### src/rtl/seg7_pkg.sv
// Shared constants and the hex-to-segment lookup for the 7-segment scan driver.
package seg7_pkg;

  localparam logic [1:0] ADDR_VALUE = 2'd0;
  localparam logic [1:0] ADDR_CTRL  = 2'd1;
  localparam logic [1:0] ADDR_RAW   = 2'd2;

  localparam int CTRL_W      = 13;
  localparam int RAW_W       = 12;
  localparam int CTRL_MODE   = 0;
  localparam int CTRL_EN_LSB = 4;
  localparam int CTRL_DP_LSB = 8;
  localparam int CTRL_LZ     = 12;

  localparam logic [CTRL_W-1:0] CTRL_RST = 13'h00F0;
  localparam logic [RAW_W-1:0]  RAW_RST  = 12'hFFF;

  // Active-high segments {g,f,e,d,c,b,a}
  function automatic logic [6:0] hexseg(input logic [3:0] n);
    logic [6:0] s;
    case (n)
      4'h0: s = 7'h3F;
      4'h1: s = 7'h06;
      4'h2: s = 7'h5B;
      4'h3: s = 7'h4F;
      4'h4: s = 7'h66;
      4'h5: s = 7'h6D;
      4'h6: s = 7'h7D;
      4'h7: s = 7'h07;
      4'h8: s = 7'h7F;
      4'h9: s = 7'h6F;
      4'hA: s = 7'h77;
      4'hB: s = 7'h7C;
      4'hC: s = 7'h39;
      4'hD: s = 7'h5E;
      4'hE: s = 7'h79;
      default: s = 7'h71;
    endcase
    return s;
  endfunction

endpackage

### src/rtl/seg7_hex_decode.sv
// Combinational nibble to active-high 7-segment pattern.
module seg7_hex_decode
  import seg7_pkg::*;
(
  input  logic [3:0] nibble,
  output logic [6:0] seg
);

  assign seg = hexseg(nibble);

endmodule

### src/rtl/seg7_scan_driver.sv
// CPU-mapped 4-digit common-anode display driver: hex scan with tear-free
// frame commit, leading-zero blanking and a raw pass-through mode.
module seg7_scan_driver
  import seg7_pkg::*;
#(
  parameter int SCAN_DIV     = 100000,
  parameter int BLANK_CYCLES = 1000
) (
  input  logic        clk,
  input  logic        reset,
  input  logic        wr_en,
  input  logic [1:0]  wr_addr,
  input  logic [31:0] wr_data,
  input  logic [1:0]  rd_addr,
  output logic [31:0] rd_data,
  output logic [3:0]  AN,
  output logic [7:0]  BCD,
  output logic        frame_tick
);

  localparam int PW = $clog2(SCAN_DIV);
  localparam logic [PW-1:0] LAST  = PW'(SCAN_DIV - 1);
  localparam logic [PW-1:0] BLANK = PW'(BLANK_CYCLES);

  logic [15:0]       value_shadow;
  logic [15:0]       value_active;
  logic [CTRL_W-1:0] ctrl;
  logic [RAW_W-1:0]  raw;
  logic [PW-1:0]     presc;
  logic [1:0]        idx;

  logic       raw_mode;
  logic       mode_flip;
  logic       frame_end;
  logic [3:0] nibble;
  logic [6:0] seg;
  logic [3:0] en;
  logic [3:0] dp;
  logic [3:0] lz_zero;
  logic       digit_on;
  logic [3:0] an_nxt;
  logic [7:0] bcd_nxt;
  logic       unused_hi;

  assign unused_hi = ^wr_data[31:16];

  assign raw_mode   = ctrl[CTRL_MODE];
  assign mode_flip  = wr_en && (wr_addr == ADDR_CTRL) && (wr_data[CTRL_MODE] != ctrl[CTRL_MODE]);
  assign frame_end  = !raw_mode && (presc == LAST) && (idx == 2'd3);
  assign frame_tick = frame_end;

  always_ff @(posedge clk or posedge reset) begin
    if (reset) begin
      value_shadow <= 16'h0000;
      ctrl         <= CTRL_RST;
      raw          <= RAW_RST;
    end else if (wr_en) begin
      case (wr_addr)
        ADDR_VALUE: value_shadow <= wr_data[15:0];
        ADDR_CTRL:  ctrl         <= wr_data[CTRL_W-1:0];
        ADDR_RAW:   raw          <= wr_data[RAW_W-1:0];
        default:    ;
      endcase
    end
  end

  // The active copy only changes at the frame boundary, so a frame never mixes two values.
  always_ff @(posedge clk or posedge reset) begin
    if (reset) begin
      presc        <= '0;
      idx          <= 2'd0;
      value_active <= 16'h0000;
    end else begin
      if (frame_end)
        value_active <= value_shadow;
      if (mode_flip || raw_mode) begin
        presc <= '0;
        idx   <= 2'd0;
      end else if (presc == LAST) begin
        presc <= '0;
        idx   <= idx + 2'd1;
      end else begin
        presc <= presc + 1'b1;
      end
    end
  end

  assign nibble = value_active[{idx, 2'b00} +: 4];
  assign en     = ctrl[CTRL_EN_LSB +: 4];
  assign dp     = ctrl[CTRL_DP_LSB +: 4];

  seg7_hex_decode u_dec (
    .nibble (nibble),
    .seg    (seg)
  );

  // Digit k is a leading zero when nibbles k..3 are all zero; digit 0 always shows.
  always_comb begin
    lz_zero    = 4'b0000;
    lz_zero[3] = (value_active[15:12] == 4'h0);
    lz_zero[2] = lz_zero[3] && (value_active[11:8] == 4'h0);
    lz_zero[1] = lz_zero[2] && (value_active[7:4] == 4'h0);
  end

  assign digit_on = en[idx] && !(ctrl[CTRL_LZ] && lz_zero[idx]);

  always_comb begin
    an_nxt  = 4'hF;
    bcd_nxt = 8'hFF;
    if (raw_mode) begin
      an_nxt  = raw[11:8];
      bcd_nxt = raw[7:0];
    end else if (presc >= BLANK) begin
      an_nxt  = digit_on ? ~(4'b0001 << idx) : 4'hF;
      bcd_nxt = ~{dp[idx], seg};
    end
  end

  always_ff @(posedge clk or posedge reset) begin
    if (reset) begin
      AN  <= 4'hF;
      BCD <= 8'hFF;
    end else begin
      AN  <= an_nxt;
      BCD <= bcd_nxt;
    end
  end

  always_comb begin
    rd_data = 32'h0;
    case (rd_addr)
      ADDR_VALUE: rd_data = {16'h0000, value_shadow};
      ADDR_CTRL:  rd_data = {{(32-CTRL_W){1'b0}}, ctrl};
      ADDR_RAW:   rd_data = {{(32-RAW_W){1'b0}}, raw};
      default:    rd_data = 32'h0;
    endcase
  end

endmodule

### config.mk
export PLATFORM = sky130hd
export DESIGN_NAME = seg7_scan_driver
export DESIGN_NICKNAME = d
export VERILOG_FILES = /design/src/rtl/seg7_pkg.sv /design/src/rtl/seg7_hex_decode.sv /design/src/rtl/seg7_scan_driver.sv
export SDC_FILE = /design/constraint.sdc
export NUM_CORES = 1
export LEC_CHECK = 0
export BUFFER_PORTS_ARGS = -buffer_cell sky130_fd_sc_hd__buf_2
export CORE_ASPECT_RATIO = 1.2
export CORE_MARGIN = 2
export CORE_UTILIZATION = 41
export CTS_CLUSTER_SIZE = 30
export DETAILED_ROUTE_END_ITERATION = 8
export SETUP_SLACK_MARGIN = 0.15
export SKIP_LAST_GASP = 1
export SLEW_MARGIN = 10
export SYNTH_ARGS = -nofsm -noshare
export SYNTH_HDL_FRONTEND = slang
export SYNTH_SLANG_ARGS = --single-unit
### constraint.sdc
create_clock -name clk -period 3.2 [get_ports clk]
set_input_delay 0.64 -clock clk [delete_from_list [all_inputs] [get_ports clk]]
set_output_delay 0.64 -clock clk [all_outputs]
set_load 0.05 [all_outputs]
# == Word-level counts from Yosys, hierarchy flattened ==
# Memory sizes are Yosys's and may differ from the RTL's.
# Index checks and enable logic that the tools add are counted.
# classes
eq_ne,7
shifts,2
n_reduce_logical,20
mux,16
magnitude_cmp,2
n_addsub,2
n_bitwise,2
# ops
op,count
case mux 16 bit (3 select lines),1
two-way mux 17 bit,2
"adder 17 x 1 -> 17 bit, second input constant",1
"== test 17 bit, second input constant",1
"greater-or-equal comparator 17 x 10 -> 1 bit, second input constant",1
two-way mux 8 bit,2
variable part select 16 x 5 -> 4 bit,1
logical NOT 4 bit,3
two-way mux 4 bit,3
logical AND 1 bit,8
NOT 8 bit,1
binary-select mux 1 bit (select 2 bit),3
"== test 2 bit, second input constant",3
AND reduction 2 bit,3
"== test 2 x 1 -> 1 bit, second input constant",2
logical NOT 2 bit,2
two-way mux 2 bit,2
NOT 4 bit,1
"<< shifter 1 x 2 -> 4 bit, first input constant",1
"less-than comparator 2 x 3 -> 1 bit, second input constant",1
two-way mux 1 bit,3
"adder 2 x 1 -> 2 bit, second input constant",1
logical NOT 1 bit,2
nonzero test 2 bit,1
2 further kinds,2
# word_totals
in_bits,39
rom_bits,112
out_inout_bits,45
regBits,88
n_memories,1
wordCells,60
# mem_list
name,words,width,read_ports,rd_clocked_by_memory_dff,write_ports,line_no,text
(no name shown),16,7,1,0,0,seg7_pkg.sv:21,case (n)

# == Depth between registers and ports, before layout ==
# Gate-level depths: netlist of run 1.
# depth
word_depth,11
ltp_mapped,7
ltp_nobuf,6

# == Hierarchy ==
# Synthesis of run 1 repeated with hierarchy kept, for this count alone.
# unflattened
cells_unflattened,385
hier_area_um2,4626.9
# by_module_without_submodules
module,instances,cells_each,area_per_inst_um2,seq_area_each_um2
seg7_scan_driver,1,352,4339.2,2237.1
seg7_hex_decode,1,33,287.8,0.0

# == Worst setup path before layout of run 1 ==
# Ideal clock, no wire load.
# synth_path
path_type,input to output
from,input port rd_addr[0]
to,output port rd_data[0]
arrival_time_ns,2.388
path_slack_ns,0.172
cell_stages,4
path_cell_list,clkbuf_1 -> buf_2 -> mux2i_1 -> o21ai_0
# synth_via
elab_chain_cells,2
elab_cells_between_ends,4
classes_between,eq/ne (2); mux (1); reduce/logical (1)
# synth_lines
item,line_no,text
from (decl),seg7_scan_driver.sv:14,"input logic [1:0] rd_addr,"
== test 2 bit (tied with other cells),seg7_scan_driver.sv:131,case (rd_addr)
case mux 16 bit (3 select lines) (*),seg7_scan_driver.sv:131,
to (decl),seg7_scan_driver.sv:15,"output logic [31:0] rd_data,"
# Every way passes the cells marked *; elsewhere a longest branch is shown, timed or not.

# == Final worst setup path of run 1 ==
# layout_path
from,register idx[1]
to,output port frame_tick
# layout_via
elab_chain_cells,2
# layout_lines
item,line_no,text
from (decl),seg7_scan_driver.sv:30,logic [1:0] idx;
from (signal assigned),seg7_scan_driver.sv:81,idx <= idx + 2'd1;
== test 2 bit,seg7_scan_driver.sv:49,assign frame_end = !raw_mode && (presc == LAST) && (idx == 2'd3);
logical AND 1 bit,seg7_scan_driver.sv:49,
to (decl),seg7_scan_driver.sv:18,output logic frame_tick
# No other way between the ends.

==> impl_metrics.json, run 1 <==
{
  "status": "finished clean",
  "overflow": 0,
  "path_clk_slew_ns": 0.06,
  "path_cells": "ha_1 > inv_1 > nor4_1 > buf_2",
  "final_core_util": 0.477,
  "required_ns": 2.56,
  "dr.pass1.iters": 4,
  "io_buffers": 51,
  "r2r_slack_ns": 0.94,
  "critical-path-top-delay-family": "flip-flops",
  "maxCapViolCount": 0,
  "numCtsBuffers": 9,
  "drv_slew": 0,
  "clock_latency_ns": 0.34,
  "clkSinkCount": 88,
  "num_rows": 42,
  "avgSynthCellArea_um2": 12.0,
  "ant_nets": 0,
  "nets": 487,
  "die_area_um2": 12100,
  "synth_common_cells": "dfrtp_1, mux2_2, dfstp_2",
  "fmax_ghz": 0.369,
  "timing.hold.ws_ns": 0.409,
  "ys_ff_latch": 88,
  "finalSetupViolations": 0,
  "wl_per_cell_um": 17.0,
  "hold_class": "input port to asynchronous set/reset pin",
  "grt_first_pass_wirelength_um": 15600,
  "critical_path_class": "flop to primary output",
  "diodes": 0,
  "drive_above_1_share": 0.393,
  "yosysSeqAreaShare": 0.485,
  "synth-main-ff-cell": "dfrtp_1",
  "totalPowerFinal_uw": 3170,
  "place_hpwl_um": 6780,
  "root_buffer": "clkbuf_16",
  "yosys.area.top_type": "dfrtp_1",
  "period_needed_ns": 2.71,
  "r2r_cells": 7,
  "startpoint_type": "flop",
  "ys_warn_count": 0,
  "ys_types": 52,
  "synth_edf_count": 0,
  "arrival_ns": 2.07,
  "io_pins": 84,
  "cts_setup_buffers": 0,
  "synth_most_common_cell": "dfrtp_1",
  "max_stage_delay_ns": 0.60,
  "place.gp.congestion": 0.791,
  "path_buf_inv": 2,
  "place_area_um2": 4930,
  "drc": 0,
  "worstReg2RegStart": "idx[0]$_DFFE_PP0P_",
  "hold_viol": 0,
  "crit_slowest_cell": "dfrtp_1",
  "core_area_um2": 11000,
  "maxSlewHeadroom": 0.427,
  "finish.instance_area_um2": 5240,
  "antenna_found_initial": 0,
  "fin_crit_sh": 0.848,
  "die_width_um": 101,
  "syn_inst": 385,
  "clock_skew_ns": 0.00481,
  "cts_tree": "done",
  "dr.first_iter.drc_count": 175,
  "synth_area_leaders": "dfrtp_1, dfstp_2, mux2_2, ha_1, mux2_4",
  "cts_buffer_depth": 2,
  "num_vias": 3053,
  "synth_top_area_share": 0.326,
  "setup_tns_ns": 0,
  "power_density_nw_per_um2": 605,
  "r2r_end": "BCD[0]$_DFF_PP1_",
  "vias_per_cell": 5.34,
  "start_util": 0.420,
  "post_cts_resized": 0,
  "cts_hold_buffers": 0,
  "peakVddDrop_v": 0.000262,
  "area_delta_synth_final_pct": 13.7,
  "cp-end-kind": "primary output",
  "track_usage": 0.170,
  "drt_wl_total_um": 9730,
  "async_flop_share": 1.00,
  "worstPathMaxFanout": 11,
  "tightest_slew_ns": 0.858,
  "leakage_uw": 0.00238,
  "cts-htree-levels": 3,
  "grt_pass1_vias": 2995,
  "die_h_um": 120,
  "synth_area_um2": 4610,
  "rsz0062_at_grt": "no",
  "grt_max_degree": 46
}
==> worst max-delay path by stage <==
stage / from / end / cells past startpoint
2_1_floorplan: rd_addr[0] / rd_data[0] / 4
3_3_place_gp: rd_addr[1] / rd_data[8] / 6
3_5_place_dp: rd_addr[1] / rd_data[8] / 6
4_1_cts: idx[1]$_DFFE_PP0P_ / frame_tick / 4
5_1_grt: presc[0]$_DFF_PP0_ / frame_tick / 5
6_report: idx[1]$_DFFE_PP0P_ / frame_tick / 4
==> registers in the layout, summed over array words and instances (netlist names) <==
name and flops:
presc 17, value_active 16, value_shadow 16, ctrl 13, raw 12, BCD 8, AN 4, idx 2
==> area by class of cell <==
| class | count | area [µm²] |
|---|---|---|
| clock buffers | 11 | 243 |
| clock inverters | 4 | 70.1 |
| fillers | 1012 | 5740 |
| inverters | 19 | 72.6 |
| multi-input cells | 259 | 2130 |
| flip-flops and latches | 88 | 2240 |
| well taps | 132 | 165 |
| repair buffers | 59 | 328 |
==> through the flow <==
step	instances	setup WS, ns
final	572	0.487
after global routing	572	0.425
after CTS	572	0.489
after detailed placement	557	0.759
after global placement	557	0.769
after floorplan	400	0.172
==> logic make-up after synthesis <==
kind of cell / synth area share
other: 0.000813
XOR/XNOR: 0.0190
multiplexers: 0.207
buffers and inverters: 0.0654
flip-flops: 0.485
AND/OR/NAND/NOR: 0.120
adder cells (fa/ha/maj): 0.0326
AO/OA/AOI/OAI: 0.0700
==> metal layers <==
metal | track usage | vias up | wire [µm]
met5 | 0 | - | 0
met4 | 0.0616 | 0 | 182
met3 | 0.0384 | 13 | 392
met2 | 0.250 | 74 | 4480
met1 | 0.243 | 1536 | 4680
li1 | - | 1430 | -
==> placed cells by master (no fill, tap or decap), drive strengths merged, types with 10 or more instances in the layout <==
cell    Yosys  layout
a21oi      10      10
buf        28      59
clkbuf      6      11
conb        1      16
dfrtp      60      60
dfstp      28      28
ha         12      12
inv        19      18
mux2       56      56
mux2i      15      15
nand2      22      22
nor2       17      17
o21ai      22      22
==> power breakdown <==
group          switching [µW]  internal [µW]  total (µW)
Sequential                108           1300        1410
Clock                     424            699        1120
Combinational             432            206         638
Note: power is estimated with default switching activity, not from simulation.
==> inputs of run 2 (changes only) <==
--- a/config.mk
+++ b/config.mk
@@ -5,6 +5,7 @@
 export SDC_FILE = /design/constraint.sdc
 export NUM_CORES = 1
 export LEC_CHECK = 0
+export ABC_AREA = 1
 export BUFFER_PORTS_ARGS = -buffer_cell sky130_fd_sc_hd__buf_2
 export CORE_ASPECT_RATIO = 1.2
 export CORE_MARGIN = 2
==> constraint.sdc (replaced) <==
create_clock -name clk -period 2.7 [get_ports clk]
set_input_delay 0.54 -clock clk [delete_from_list [all_inputs] [get_ports clk]]
set_output_delay 0.54 -clock clk [all_outputs]
set_load 0.05 [all_outputs]
==> impl_metrics.json, run 2 <==
{
  "ys_ff_latch": 88,
  "synth_most_common_cell": "nand2_1",
  "placed_cells": 800,
  "cts_buffer_depth": 2,
  "yosys.area.top_type": "dfrtp_1",
  "syn_inst": 603,
  "required_ns": 2.16,
  "timing.hold.ws_ns": 0.324,
  "cts_tree": "done",
  "hold_class": "input port to asynchronous set/reset pin",
  "numCtsBuffers": 9,
  "num_vias": 4014,
  "clock_latency_ns": 0.34,
  "wl_per_cell_um": 14.0,
  "drv_slew": 0,
  "setup_tns_ns": 0,
  "nets": 706,
  "cp-end-kind": "primary output",
  "fin_crit_sh": 0.901,
  "layout_common_cells": "nand2_1, nor2_1, inv_1",
  "start_util": 0.416,
  "status": "finished clean",
  "rsz0062_at_grt": "no",
  "core_area_um2": 11500,
  "dr.pass1.iters": 5,
  "num_rows": 43,
  "finish.instance_area_um2": 5500,
  "tightest_slew_ns": 0.623,
  "largest_reg_flops": 17,
  "maxSlewHeadroom": 0.583,
  "power_density_nw_per_um2": 705,
  "place.gp.congestion": 0.912,
  "synth_top_area_share": 0.315,
  "place_area_um2": 5110,
  "synth_edf_count": 0,
  "io_buffers": 51,
  "layout_commonest_cell": "nand2_1",
  "finalSetupViolations": 0,
  "max_stage_delay_ns": 0.38,
  "overflow": 0,
  "yosysSeqAreaShare": 0.469,
  "antenna_found_initial": 0,
  "leakage_uw": 0.00262,
  "grt_max_degree": 89,
  "cts-htree-levels": 3,
  "place_hpwl_um": 8240,
  "period_needed_ns": 2.43,
  "die_area_um2": 12500,
  "critical-path-top-delay-family": "buffers and inverters",
  "path_clk_slew_ns": 0.06,
  "maxCapViolCount": 0,
  "drive_above_1_share": 0.214,
  "root_buffer": "clkbuf_16",
  "largestRegisters": "presc: 17 flops, value_active: 16 flops, value_shadow: 16 flops",
  "ys_types": 35,
  "crit_top_cell": "nand2_2",
  "fmax_ghz": 0.411,
  "ant_nets": 0,
  "clkSinkCount": 88,
  "path_cells": "ha_2 > nand3_2 > clkinv_2 > nand2_2 > nor2_2 > nand2_2 > inv_2 > nand2_4 > clkinv_4 > clkbuf_4",
  "startpoint_type": "flop",
  "dr.first_iter.drc_count": 238,
  "critical_path_class": "flop to primary output",
  "synth-main-ff-cell": "dfrtp_1",
  "arrival_ns": 1.89,
  "io_pins": 84,
  "synth_common_cells": "nand2_1, nor2_1, inv_1",
  "hold_viol": 0,
  "track_usage": 0.196,
  "finalNonFillerCells": 817,
  "die_h_um": 122,
  "peakVddDrop_v": 0.000355,
  "drt_wl_total_um": 11400,
  "area_delta_synth_final_pct": 15.4,
  "ys_warn_count": 0,
  "clock_skew_ns": 0.00760,
  "worstPathMaxFanout": 11,
  "n_fill_cell": 1147,
  "drc": 0,
  "synth_area_um2": 4770,
  "avgSynthCellArea_um2": 7.90,
  "synth_area_leaders": "dfrtp_1, dfstp_2, nand2_1, nor2_1, inv_1",
  "grt_first_pass_wirelength_um": 19000,
  "grt_pass1_vias": 3919,
  "async_flop_share": 1.00,
  "path_buf_inv": 4,
  "vias_per_cell": 4.91,
  "crit_slowest_cell": "dfrtp_1",
  "regMostFlops": "presc",
  "diodes": 0,
  "die_width_um": 102
}
run 2: cell count changes after synthesis, sizes merged, moves of 36 or more:
cell,change
o21ai,+38
nand2,+138
nor2,+56
mux2,-56
inv,+54
nand3,+36
run 2: logic make-up after synthesis:
kind of cell | count (synthesis) | share of synthesized area
and+or+nand+nor | 294 | 0.263
buffers and inverters | 110 | 0.113
AOI/OAI and AO/OA | 89 | 0.106
DFF | 88 | 0.469
adders and majority gates | 12 | 0.0315
xor gates and xnor gates | 9 | 0.0165
other | 1 | 0.000787
run 2: per-layer routing:
metal  track usage  routed length [µm]
met1         0.264                5230
met3        0.0258                 469
met5             0                   0
met2         0.320                5580
met4        0.0725                 168
run 2: timing repair:
item | 4_1_cts | 5_1_grt
hold buffers | 0 | 0
gates resized for setup | 0 | 2
endpoints found under the setup margin | 0 | 1
setup buffers | 0 | 1
run 2: final cells by class:
type                       count  area (µm²)  share of cell area
clock buffer                  10         239              0.0435
clock inverter                 6         139              0.0253
inverter                      75         292              0.0530
multi-input combinational    420        2050               0.373
sequential                    88        2240               0.407
tap                          157         196              0.0357
timing repair buffer          61         345              0.0628
run 2: tightest hold or removal path, stage by stage:
cell and delay (ns):
buf_2 0.11, clkinvlp_4 0.07, buf_12 0.35
run 2: worst paths after layout:
| check | slack (ns) | to | cells past startpoint | from |
|---|---|---|---|---|
| setup / recovery | 0.27 | frame_tick | 10 | presc[1]$_DFF_PP0_ |
| hold / removal | 0.32 | presc[13]$_DFF_PP0_ | 3 | reset |
| setup reg to reg | 0.73 | BCD[3]$_DFF_PP1_ | 10 | idx[1]$_DFFE_PP0P_ |
| hold reg to reg | 0.49 | raw[2]$_DFFE_PP1P_ | 2 | raw[2]$_DFFE_PP1P_ |
| max in group asynchronous | 2.00 | raw[3]$_DFFE_PP1P_ | 3 | reset |
| min in group clk | 0.42 | ctrl[10]$_DFFE_PP0P_ | 3 | wr_data[10] |
run 2: per-stage QoR:
step / total power [µW] / util / worst slack, ns
after floorplan: 2150 / - / 0.371
after global placement: 2320 / 0.446 / 0.402
after detailed placement: 2330 / 0.446 / 0.392
after CTS: 3910 / 0.479 / 0.193
after global routing: 4050 / 0.480 / 0.150
final: 3870 / 0.480 / 0.268
run 2: power by group:
group	internal, µW	switching, µW
Clock	1030	540
Sequential	1520	103
Combinational	163	523
Total	2710	1170
==> inputs of run 3 (changes only) <==
--- a/config.mk
+++ b/config.mk
@@ -7,11 +7,14 @@
 export LEC_CHECK = 0
 export ABC_AREA = 1
 export BUFFER_PORTS_ARGS = -buffer_cell sky130_fd_sc_hd__buf_2
+export CELL_PAD_IN_SITES_DETAIL_PLACEMENT = 2
+export CELL_PAD_IN_SITES_GLOBAL_PLACEMENT = 2
 export CORE_ASPECT_RATIO = 1.2
 export CORE_MARGIN = 2
-export CORE_UTILIZATION = 41
+export CORE_UTILIZATION = 33
 export CTS_CLUSTER_SIZE = 30
 export DETAILED_ROUTE_END_ITERATION = 8
+export PLACE_DENSITY_LB_ADDON = 0.1
 export SETUP_SLACK_MARGIN = 0.15
 export SKIP_LAST_GASP = 1
 export SLEW_MARGIN = 10
==> impl_metrics.json, run 3 (synthesized netlist as in run 2, its figures left out) <==
{
  "status": "finished clean",
  "num_rows": 48,
  "core_area_um2": 14200,
  "io_pins": 84,
  "arrival_ns": 1.86,
  "dr.pass1.iters": 4,
  "worstPathMaxFanout": 11,
  "grt_pass1_vias": 4690,
  "maxCapViolCount": 0,
  "clock_skew_ns": 0.00440,
  "leakage_uw": 0.00261,
  "period_needed_ns": 2.40,
  "cts_buffer_depth": 2,
  "grtUsageMet1": 0.259,
  "vias_per_cell": 4.97,
  "io_buffers": 51,
  "grt_util_met3": 0.0349,
  "ant_nets": 0,
  "layout_common_cells": "nand2_1, nor2_1, inv_1",
  "wl_per_cell_um": 17.9,
  "worstReg2RegStart": "idx[0]$_DFFE_PP0P_",
  "die_area_um2": 15400,
  "fin_crit_sh": 0.889,
  "overflow": 0,
  "path_cells": "ha_2 > nand3_2 > clkinv_2 > nand2_2 > nor2_2 > nand2_2 > inv_2 > nand2_4 > clkinv_4 > buf_6",
  "clock_latency_ns": 0.36,
  "cts-htree-levels": 3,
  "fmax_ghz": 0.417,
  "regMostFlops": "presc",
  "cp-end-kind": "primary output",
  "dr.first_iter.drc_count": 131,
  "track_usage": 0.211,
  "grt_max_degree": 89,
  "start_util": 0.335,
  "place.gp.congestion": 0.817,
  "drive_above_1_share": 0.217,
  "root_buffer": "clkbuf_16",
  "path_clk_slew_ns": 0.07,
  "tightest_slew_ns": 0.566,
  "rsz0062_at_grt": "no",
  "area_delta_synth_final_pct": 15.4,
  "die_h_um": 136,
  "hold_viol": 0,
  "drv_slew": 0,
  "totalPowerFinal_uw": 3760,
  "numCtsBuffers": 9,
  "largest_reg_flops": 17,
  "critical_path_class": "flop to primary output",
  "grt_first_pass_wirelength_um": 25100,
  "crit_slowest_cell": "dfrtp_1",
  "setup_tns_ns": 0,
  "startpoint_type": "flop",
  "nets": 709,
  "path_buf_inv": 4,
  "max_stage_delay_ns": 0.38,
  "met2_usage": 0.372,
  "clkSinkCount": 88,
  "antenna_found_initial": 0,
  "die_width_um": 114,
  "crit_top_cell": "nand2_2",
  "cp-startpoint": "presc[0]$_DFF_PP0_",
  "place_hpwl_um": 10900,
  "largestRegisters": "presc: 17 flops, value_active: 16 flops, value_shadow: 16 flops",
  "peakVddDrop_v": 0.000249,
  "critical-path-top-delay-family": "simple AND/OR/NAND/NOR gates",
  "required_ns": 2.16,
  "finalSetupViolations": 0,
  "hold_class": "input port to asynchronous set/reset pin",
  "maxSlewHeadroom": 0.622,
  "power_density_nw_per_um2": 684,
  "grt_busiest_layer": "met2",
  "layout_commonest_cell": "nand2_1",
  "drt_wl_total_um": 15000,
  "diodes": 0,
  "cts_tree": "done",
  "drc": 0,
  "num_vias": 4169
}
-- run 3: cell types whose count changed in the layout (fill, tap and decap cells not counted) --
cell and change:
buf_4 +3, buf_6 +1, bufinv_16 -2, clkbuf_4 -1
clkinv_2 +1, clkinvlp_4 +1
-- run 3: final cells by class --
type / count / area (µm²)
Fill cell: 1659 / 8730
Sequential cell: 88 / 2240
Multi-Input combinational cell: 420 / 2050
Timing Repair Buffer: 64 / 372
Inverter: 75 / 292
Clock buffer: 10 / 239
Tap cell: 175 / 219
Clock inverter: 6 / 91.3
-- run 3: metrics by stage --
step / std cells / cell area (µm²) / utilization / worst slack (ns) / hold slack (ns)
2_1_floorplan: 618 / 4830 / - / 0.371 / 0.449
3_3_place_gp: 820 / 5150 / 0.362 / 0.405 / 0.472
3_5_place_dp: 820 / 5150 / 0.362 / 0.434 / 0.478
4_1_cts: 836 / 5480 / 0.385 / 0.190 / 0.342
5_1_grt: 838 / 5500 / 0.386 / 0.153 / 0.358
6_report: 838 / 5500 / 0.386 / 0.301 / 0.310
-- run 3: timing repair --
action,in CTS,in global routing
setup endpoints to repair,1,1
resized for setup,1,2
hold buffers,0,0
setup buffers,0,2
-- run 3: power by group --
group | total (µW) | internal [µW] | switching, µW
clock | 1420 | 841 | 580
sequential | 1620 | 1520 | 107
combinational | 719 | 172 | 547
total | 3760 | 2530 | 1230
-- run 3: final timing paths --
check | slack (ns) | end | depth (start not counted)
max in group asynchronous | 1.98 | raw[5]$_DFFE_PP1P_ | 3
setup / recovery | 0.30 | frame_tick | 10
hold / removal | 0.31 | presc[16]$_DFF_PP0_ | 3
setup reg to reg | 0.62 | BCD[3]$_DFF_PP1_ | 12
min in group clk | 0.40 | ctrl[12]$_DFFE_PP0P_ | 3
hold reg to reg | 0.49 | value_active[14]$_DFFE_PP0P_ | 2
-- run 3: metal layers --
metal  vias up  wire, µm  share of wire
met4         0       315          0.021
met3        21       413          0.028
met2        66      7740           0.52
met5         -         0              0
li1       1977         -              -
met1      2105      6530           0.44
-- run 3: worst min-delay path: stages --
cell	delay [ns]
buf_2	0.11
clkinvlp_4	0.07
buf_12	0.35
